`src/rtl/pipeline_hazard_ctrl.sv`:
```
// rtl/pipeline_hazard_ctrl.sv - pipeline stall/flush controller with MDU occupancy and stall counter
module pipeline_hazard_ctrl #(
    parameter int MUL_CYCLES = 4,
    parameter int DIV_CYCLES = 32
) (
    input  logic        clk,
    input  logic        reset,
    input  logic [4:0]  i_ID_rs,
    input  logic [4:0]  i_ID_rt,
    input  logic        i_ID_uses_rs,
    input  logic        i_ID_uses_rt,
    input  logic        i_EX_is_load,
    input  logic [4:0]  i_EX_rd,
    input  logic        i_ID_branch_taken,
    input  logic        i_ID_mdu_start,
    input  logic        i_ID_mdu_is_div,
    input  logic        i_imem_ready,
    input  logic        i_dmem_ready,
    input  logic        i_exception,
    output logic        o_pc_we,
    output logic        o_IF_ID_ena,
    output logic        o_ID_EX_ena,
    output logic        o_EX_MEM_ena,
    output logic        o_MEM_WB_ena,
    output logic        o_IF_ID_flush,
    output logic        o_ID_EX_flush,
    output logic        o_EX_MEM_flush,
    output logic        o_mdu_busy,
    output logic [31:0] o_stall_cycles
);
    localparam int MAX_CYCLES = (MUL_CYCLES > DIV_CYCLES) ? MUL_CYCLES : DIV_CYCLES;
    localparam int CW         = $clog2(MAX_CYCLES) + 1;

    logic [CW-1:0] mdu_cnt_q, mdu_cnt_d;
    logic [31:0]   stall_q, stall_d;
    logic          load_use;
    logic          mdu_accept;

    assign load_use = i_EX_is_load && (i_EX_rd != 5'd0) &&
                      ((i_ID_uses_rs && (i_ID_rs == i_EX_rd)) ||
                       (i_ID_uses_rt && (i_ID_rt == i_EX_rd)));

    assign o_mdu_busy     = (mdu_cnt_q != '0);
    assign o_stall_cycles = stall_q;

    always_comb begin
        o_pc_we        = 1'b1;
        o_IF_ID_ena    = 1'b1;
        o_ID_EX_ena    = 1'b1;
        o_EX_MEM_ena   = 1'b1;
        o_MEM_WB_ena   = 1'b1;
        o_IF_ID_flush  = 1'b0;
        o_ID_EX_flush  = 1'b0;
        o_EX_MEM_flush = 1'b0;
        mdu_accept     = 1'b0;
        if (i_exception) begin
            o_IF_ID_flush  = 1'b1;
            o_ID_EX_flush  = 1'b1;
            o_EX_MEM_flush = 1'b1;
        end else if (!i_dmem_ready) begin
            o_pc_we      = 1'b0;
            o_IF_ID_ena  = 1'b0;
            o_ID_EX_ena  = 1'b0;
            o_EX_MEM_ena = 1'b0;
            o_MEM_WB_ena = 1'b0;
        end else if (o_mdu_busy) begin
            // EX keeps working on the MDU op; downstream sees bubbles
            o_pc_we        = 1'b0;
            o_IF_ID_ena    = 1'b0;
            o_ID_EX_ena    = 1'b0;
            o_EX_MEM_flush = 1'b1;
        end else if (load_use) begin
            o_pc_we       = 1'b0;
            o_IF_ID_ena   = 1'b0;
            o_ID_EX_flush = 1'b1;
        end else begin
            mdu_accept = i_ID_mdu_start;
            if (i_ID_branch_taken) begin
                o_IF_ID_flush = 1'b1;
            end else if (!i_imem_ready) begin
                o_pc_we       = 1'b0;
                o_IF_ID_flush = 1'b1;
            end
        end
    end

    always_comb begin
        mdu_cnt_d = mdu_cnt_q;
        if (i_exception) begin
            mdu_cnt_d = '0;
        end else if (mdu_accept) begin
            mdu_cnt_d = i_ID_mdu_is_div ? CW'(DIV_CYCLES - 1) : CW'(MUL_CYCLES - 1);
        end else if (mdu_cnt_q != '0) begin
            mdu_cnt_d = mdu_cnt_q - 1'b1;
        end
        stall_d = stall_q + {31'd0, ~o_pc_we};
    end

    always_ff @(posedge clk) begin
        if (reset) begin
            mdu_cnt_q <= '0;
            stall_q   <= '0;
        end else begin
            mdu_cnt_q <= mdu_cnt_d;
            stall_q   <= stall_d;
        end
    end
endmodule

```
`config.mk`:
```
export PLATFORM = sky130hd
export DESIGN_NAME = pipeline_hazard_ctrl
export DESIGN_NICKNAME = d
export VERILOG_FILES = /design/src/rtl/pipeline_hazard_ctrl.sv
export SDC_FILE = /design/constraint.sdc
export NUM_CORES = 1
export LEC_CHECK = 0
export CORE_MARGIN = 3
export CORE_UTILIZATION = 50
export CTS_BUF_LIST = sky130_fd_sc_hd__clkbuf_8
export DETAILED_ROUTE_END_ITERATION = 16
export GPL_ROUTABILITY_DRIVEN = 0
export PLACE_DENSITY_LB_ADDON = 0.25
export SLEW_MARGIN = 10
export SYNTH_ARGS = -nofsm -noshare
export SYNTH_HDL_FRONTEND = slang
export SYNTH_SLANG_ARGS = --single-unit
export TNS_END_PERCENT = 30
```
`constraint.sdc`:
```
create_clock -name clk -period 7.65 [get_ports clk]
set_input_delay 1.1475 -clock clk [delete_from_list [all_inputs] [get_ports clk]]
set_output_delay 1.1475 -clock clk [all_outputs]
set_load 0.05 [all_outputs]
```
=== Word-level counts from Yosys, hierarchy flattened ===
Cells that the tools add are included.

* Eq/ne operators: 2
* Mux-type cells: 35
* Add/subtract/negate cells: 2
* Bitwise gates (word level): 1
* Reductions and logical operators: 9

{| class="wikitable"
|+ Operator list
! operator !! number
|-
| 32-bit by 1-bit adder with 32-bit output || 1
|-
| 1-bit two-way mux || 32
|-
| 6-bit two-way mux || 2
|-
| 5-bit equality test || 2
|-
| 6-bit nonzero test || 1
|-
| 6-bit by 1-bit subtractor with 6-bit output, second input constant || 1
|-
| 5-bit two-way mux || 1
|-
| 5-bit nonzero test || 1
|-
| 1-bit logical AND || 4
|-
| 2-bit nonzero test || 1
|-
| 2-bit OR reduction || 1
|-
| 1-bit logical OR || 1
|-
| 1-bit NOT || 1
|}

* Word-level logic and storage cells: 51
* Register bits: 38

=== Depth between registers and ports, before layout ===
* Word-level depth: 10
* Mapped depth: 13
* Mapped depth without buffers: 12

=== Worst setup path before layout ===
No wires, ideal clock.

* Path type: input port to output port
* Start point: input i_EX_rd[1]
* End point: output o_IF_ID_flush
* Path buffers: 0
* Data required time: 6.503 ns
* Setup slack: 3.208 ns
* Arrival: 3.294 ns
* Stages on the path: 4
* Path through: or4_1 -> o21ai_1 -> nor2_1 -> a211oi_1

* Word-level cells in the longest chain between the ends: 8
* Elaborated cells between the ends (all ways): 12
* Classes of those cells: eq/ne: 2; mux: 4; reduce/logical: 6

{| class="wikitable"
|+ Ends and longest elaborated chain
! element !! RTL line !! text
|-
| from (decl) || 13 || <nowiki>input logic [4:0] i_EX_rd,</nowiki>
|-
| 5-bit equality test, on equally long branches || 40, 41 ||
|-
| 1-bit logical AND, on equally long branches || 40, 41 ||
|-
| 1-bit logical OR || 40 || <nowiki>((i_ID_uses_rs && (i_ID_rs == i_EX_rd)) ||</nowiki>
|-
| 1-bit logical AND * || 39 || <nowiki>assign load_use = i_EX_is_load && (i_EX_rd != 5'd0) &&</nowiki>
|-
| 1-bit two-way mux * || 72 || <nowiki>end else if (load_use) begin</nowiki>
|-
| 1-bit two-way mux * || 66 || <nowiki>end else if (o_mdu_busy) begin</nowiki>
|-
| 1-bit two-way mux * || 60 || <nowiki>end else if (!i_dmem_ready) begin</nowiki>
|-
| 1-bit two-way mux * || 56 || <nowiki>if (i_exception) begin</nowiki>
|-
| to (decl) || 25 || <nowiki>output logic o_IF_ID_flush,</nowiki>
|}

Mark *: on every way between the ends. The rest lies on a longest branch, timed or not.

=== Worst setup path in the final report ===
* Start point: input i_EX_rd[1]
* End point: output o_pc_we

* Word-level cells in the longest chain between the ends: 8
* Elaborated cells between the ends (all ways): 12
* Classes of those cells: eq/ne: 2; mux: 4; reduce/logical: 6

{| class="wikitable"
|+ Ends and longest elaborated chain
! element !! RTL line !! text
|-
| 5-bit equality test, on equally long branches || 40, 41 ||
|-
| 1-bit logical AND, on equally long branches || 40, 41 ||
|-
| 1-bit logical OR || 40 ||
|-
| 1-bit logical AND * || 39 ||
|-
| 1-bit two-way mux * || 72 ||
|-
| 1-bit two-way mux * || 66 ||
|-
| 1-bit two-way mux * || 60 ||
|-
| 1-bit two-way mux * || 56 ||
|-
| to (decl) || 20 || <nowiki>output logic o_pc_we,</nowiki>
|}

Marks and branches as above.

==> reports/results.tsv <==
stage	metric	value	unit
yosys	Mean Syn Cell Area	8.42	µm²
flow_run	Max Cap Violations	0	
timing	Worst-Margin Slew	0.564	ns
drt	DR vias/cell	5.64	
die	Initial Util	52.7	%
worst_setup_path	Worst Path Class, Setup	in2out	
yosys	mapped cell area	0.00214	mm²
clock_network	CTS tree	built	
hold_path	Hold Path End	o_stall_cycles[22]	
yosys	syn nets	283	
drt	1st-iter DRT viols	133	
timing	fin. max-slew vios	0	
yosys	Syn Inst Count	254	
die	Die X	71.4	µm
timing	fin crit period	4.91	ns
timing	skew final	0.00990	ns
yosys	post-synthesis cell type count	43	
hold_path	WHS Path Cells	2	
clock_network	Num Clock Sinks	38	
clock_network	Root Buffer	clkbuf_8	
yosys	sequential area share after synthesis	35.6	%
die	Core ar.	0.00406	mm²
worst_setup_path	R2R Path End	o_stall_cycles[22]	
placement	DP Worst Slack	2.75	ns
die	FP Rows	23	
placement	DP Area	0.00281	mm²
power_and_ir_drop	PD cells	217	mW/mm²
placement	port bufs	66	
clock_network	Inserted Clock Buffers	5	
clock_network	# resized after CTS	0	
grt	largest net degree at the start of global routing	45	
timing	final setup fails	0	
layout	cell area after layout	0.00290	mm²
grt	vias in the first global route	1989	
grt	first-pass GRT wire length	9.14	mm
timing	setup TNS	0	ns
hold_path	Worst Hold Launch	o_stall_cycles[22]	
timing	maximum operating frequency	204	MHz
drt	Detail Route Antenna Nets	0	
clock_network	# hold bufs at CTS	0	
outcome	status	finished clean	
drt	DRT Wirelength	5.27	mm
grt	initial antenna violation count	0	
yosys	Top FF cell, synth	dfxtp_1	
clock_network	Worst-path clk slew	0.08	ns
clock_network	H-tree levels	2	
worst_setup_path	WP data arrival	3.76	ns
layout	Antenna diodes	0	
placement	hpwl dp	3.91	mm
timing	RSZ-0062 raised after global routing	false	
drt	Wirelength per Cell	14.3	µm
die	die area	0.00510	mm²
timing	crit share post-route	64.2	%
die	IO Count	67	
drt	DRC	0	
yosys	asr flop ratio synth	0	%
grt	GRT Resource Usage Total	22.0	%
worst_setup_path	CP endpoint kind	output pin	
worst_setup_path	CP Max Fanout	6	
layout	FF/Latch Area	761	µm²
power_and_ir_drop	leakage	0.00101	µW
layout	Nets	347	
worst_setup_path	Worst Setup Start Kind	input port	
layout	area of the multi-input gates	0.00129	mm²
timing	setup slack after layout	2.74	ns
layout	P&R area growth vs syn	35.7	%
clock_network	Max Buffers Root-to-Sink	2	
timing	relative slew slack	62.4	%
timing	hold slack final	0.491	ns
drt	1st-pass router iterations	4	
die	die height	71.4	µm
grt	grt ovf	0	
hold_path	HP Class	reg2reg	
worst_setup_path	Critical R2R Launch	mdu_cnt_q[0]	
timing	Fin. Hold Viols	0	
clock_network	Setup Buffers After CTS	0	
worst_setup_path	flop2flop setup slack	4.35	ns
clock_network	Clk Latency, worst-skew pair	0.29	ns
layout	Fill cells	332	
drt	Vias	2083	
yosys	#FFs+latches synth	38	
worst_setup_path	Crit path required time	6.50	ns
worst_setup_path	R2R cell count	12	
layout	share of post-route cells with drive strength above 1	7.84	%
yosys	Post-synth EDFFs	0	
layout	Finished Core Util	71.5	%
power_and_ir_drop	VDD IR max	0.135	mV
yosys	yosys warns	0	
## Yosys cell counts (all sizes together), types with 5 or more instances
| master | count | area share [%] |
|---|---|---|
| nand2 | 14 | 2.5 |
| nor2b | 8 | 2.3 |
| o21ai | 12 | 2.8 |
| xnor2 | 15 | 6.1 |
| nand4 | 13 | 4.4 |
| and3 | 5 | 1.5 |
| a21oi | 12 | 2.8 |
| inv | 8 | 1.4 |
| buf | 5 | 1.9 |
| clkbuf | 5 | 0.88 |
| dfxtp | 38 | 36 |
| or3 | 8 | 2.4 |
| nor2 | 27 | 4.7 |
| nor3 | 7 | 1.6 |
| mux2 | 10 | 5.3 |
| or4 | 9 | 3.3 |
| xor2 | 8 | 3.3 |
| nand3 | 12 | 2.8 |
| o31ai | 5 | 1.8 |
## power breakdown
part	switching [µW]	total, µW	internal (µW)	leakage, µW
clock	68.7	140	71.4	0.0000524
combinational	158	262	103	0.000647
sequential	13.8	227	213	0.000307
## per-stage QoR
stage	power, µW	std cells
CTS	630	369
global route	659	369
floorplan	413	254
finish	629	369
detailed placement	490	361
global placement	486	361
## worst max-delay path by stage
stage,startpoint,end,slack (ns),cells past startpoint
floorplan,i_EX_rd[1],o_IF_ID_flush,3.21,4
global placement,i_EX_rd[1],o_IF_ID_flush,2.81,6
detailed placement,i_EX_rd[1],o_pc_we,2.75,6
CTS,i_EX_rd[1],o_pc_we,2.74,6
global route,i_EX_rd[1],o_IF_ID_flush,2.59,6
finish,i_EX_rd[1],o_pc_we,2.74,6
## flip-flops by register name, summed over array words and instances, names as in the netlist
signal / flops
o_stall_cycles: 32
mdu_cnt_q: 6
## critical path, cell delays in order
cell,delay [ns]
clkdlybuf4s50_1,0.47
or4_1,0.55
o21ai_1,0.35
nor2_1,0.15
a211oi_1,0.25
clkdlybuf4s50_1,0.84
## placed cells by master (no fill, tap or decap), types with 2 or more instances in the layout
cell type,Yosys,layout
o21ai_0,11,11
o311ai_0,2,2
o31ai_1,5,5
or3_1,7,7
nor3b_1,2,2
nor2_1,27,27
a21boi_0,2,2
mux2_2,9,9
inv_1,8,9
a211oi_1,2,2
clkbuf_8,0,6
nor2b_1,8,8
a32oi_1,3,3
nor3_1,7,7
ha_1,3,3
clkdlybuf4s50_1,0,66
nand2_1,14,14
xor2_1,8,8
a21oi_1,12,12
nor4_1,4,4
dfxtp_1,38,38
nand4_1,11,11
nand3_1,12,12
and4_1,3,3
or4_1,8,8
and3_1,4,4
xnor2_1,15,15
nand4_2,2,2
and2_1,4,4
a21o_1,2,2
## per-layer routing
| layer | vias to the layer above | GRT usage, % | share of wire (%) |
|---|---|---|---|
| li1 | 1050 | - | - |
| met1 | 975 | 29.3 | 47 |
| met2 | 48 | 35.0 | 47 |
| met3 | 10 | 4.91 | 4.1 |
| met4 | 0 | 7.72 | 1.9 |
| met5 | - | 0 | 0 |
## logic make-up (layout without fill, tap and decap cells)
| family | count (synthesis) | count (layout) | share of synthesized area [%] |
|---|---|---|---|
| flops | 38 | 38 | 35.6 |
| mux | 10 | 10 | 5.26 |
| xor+xnor | 23 | 23 | 9.42 |
| simple gates | 119 | 119 | 31.2 |
| compound gates | 43 | 43 | 12.6 |
| buf+inv | 18 | 83 | 4.15 |
| fa+ha+maj | 3 | 3 | 1.75 |
## cell type report
cell class / count / share of cell area (%)
multi-input combinational: 198 / 44.4
sequential: 38 / 26.2
tap: 50 / 2.16
clock buffer: 6 / 2.84
clock inverter: 2 / 0.302
timing repair buffer: 67 / 23.0
inverter: 8 / 1.03
Note: power is estimated with default switching activity, not from simulation.
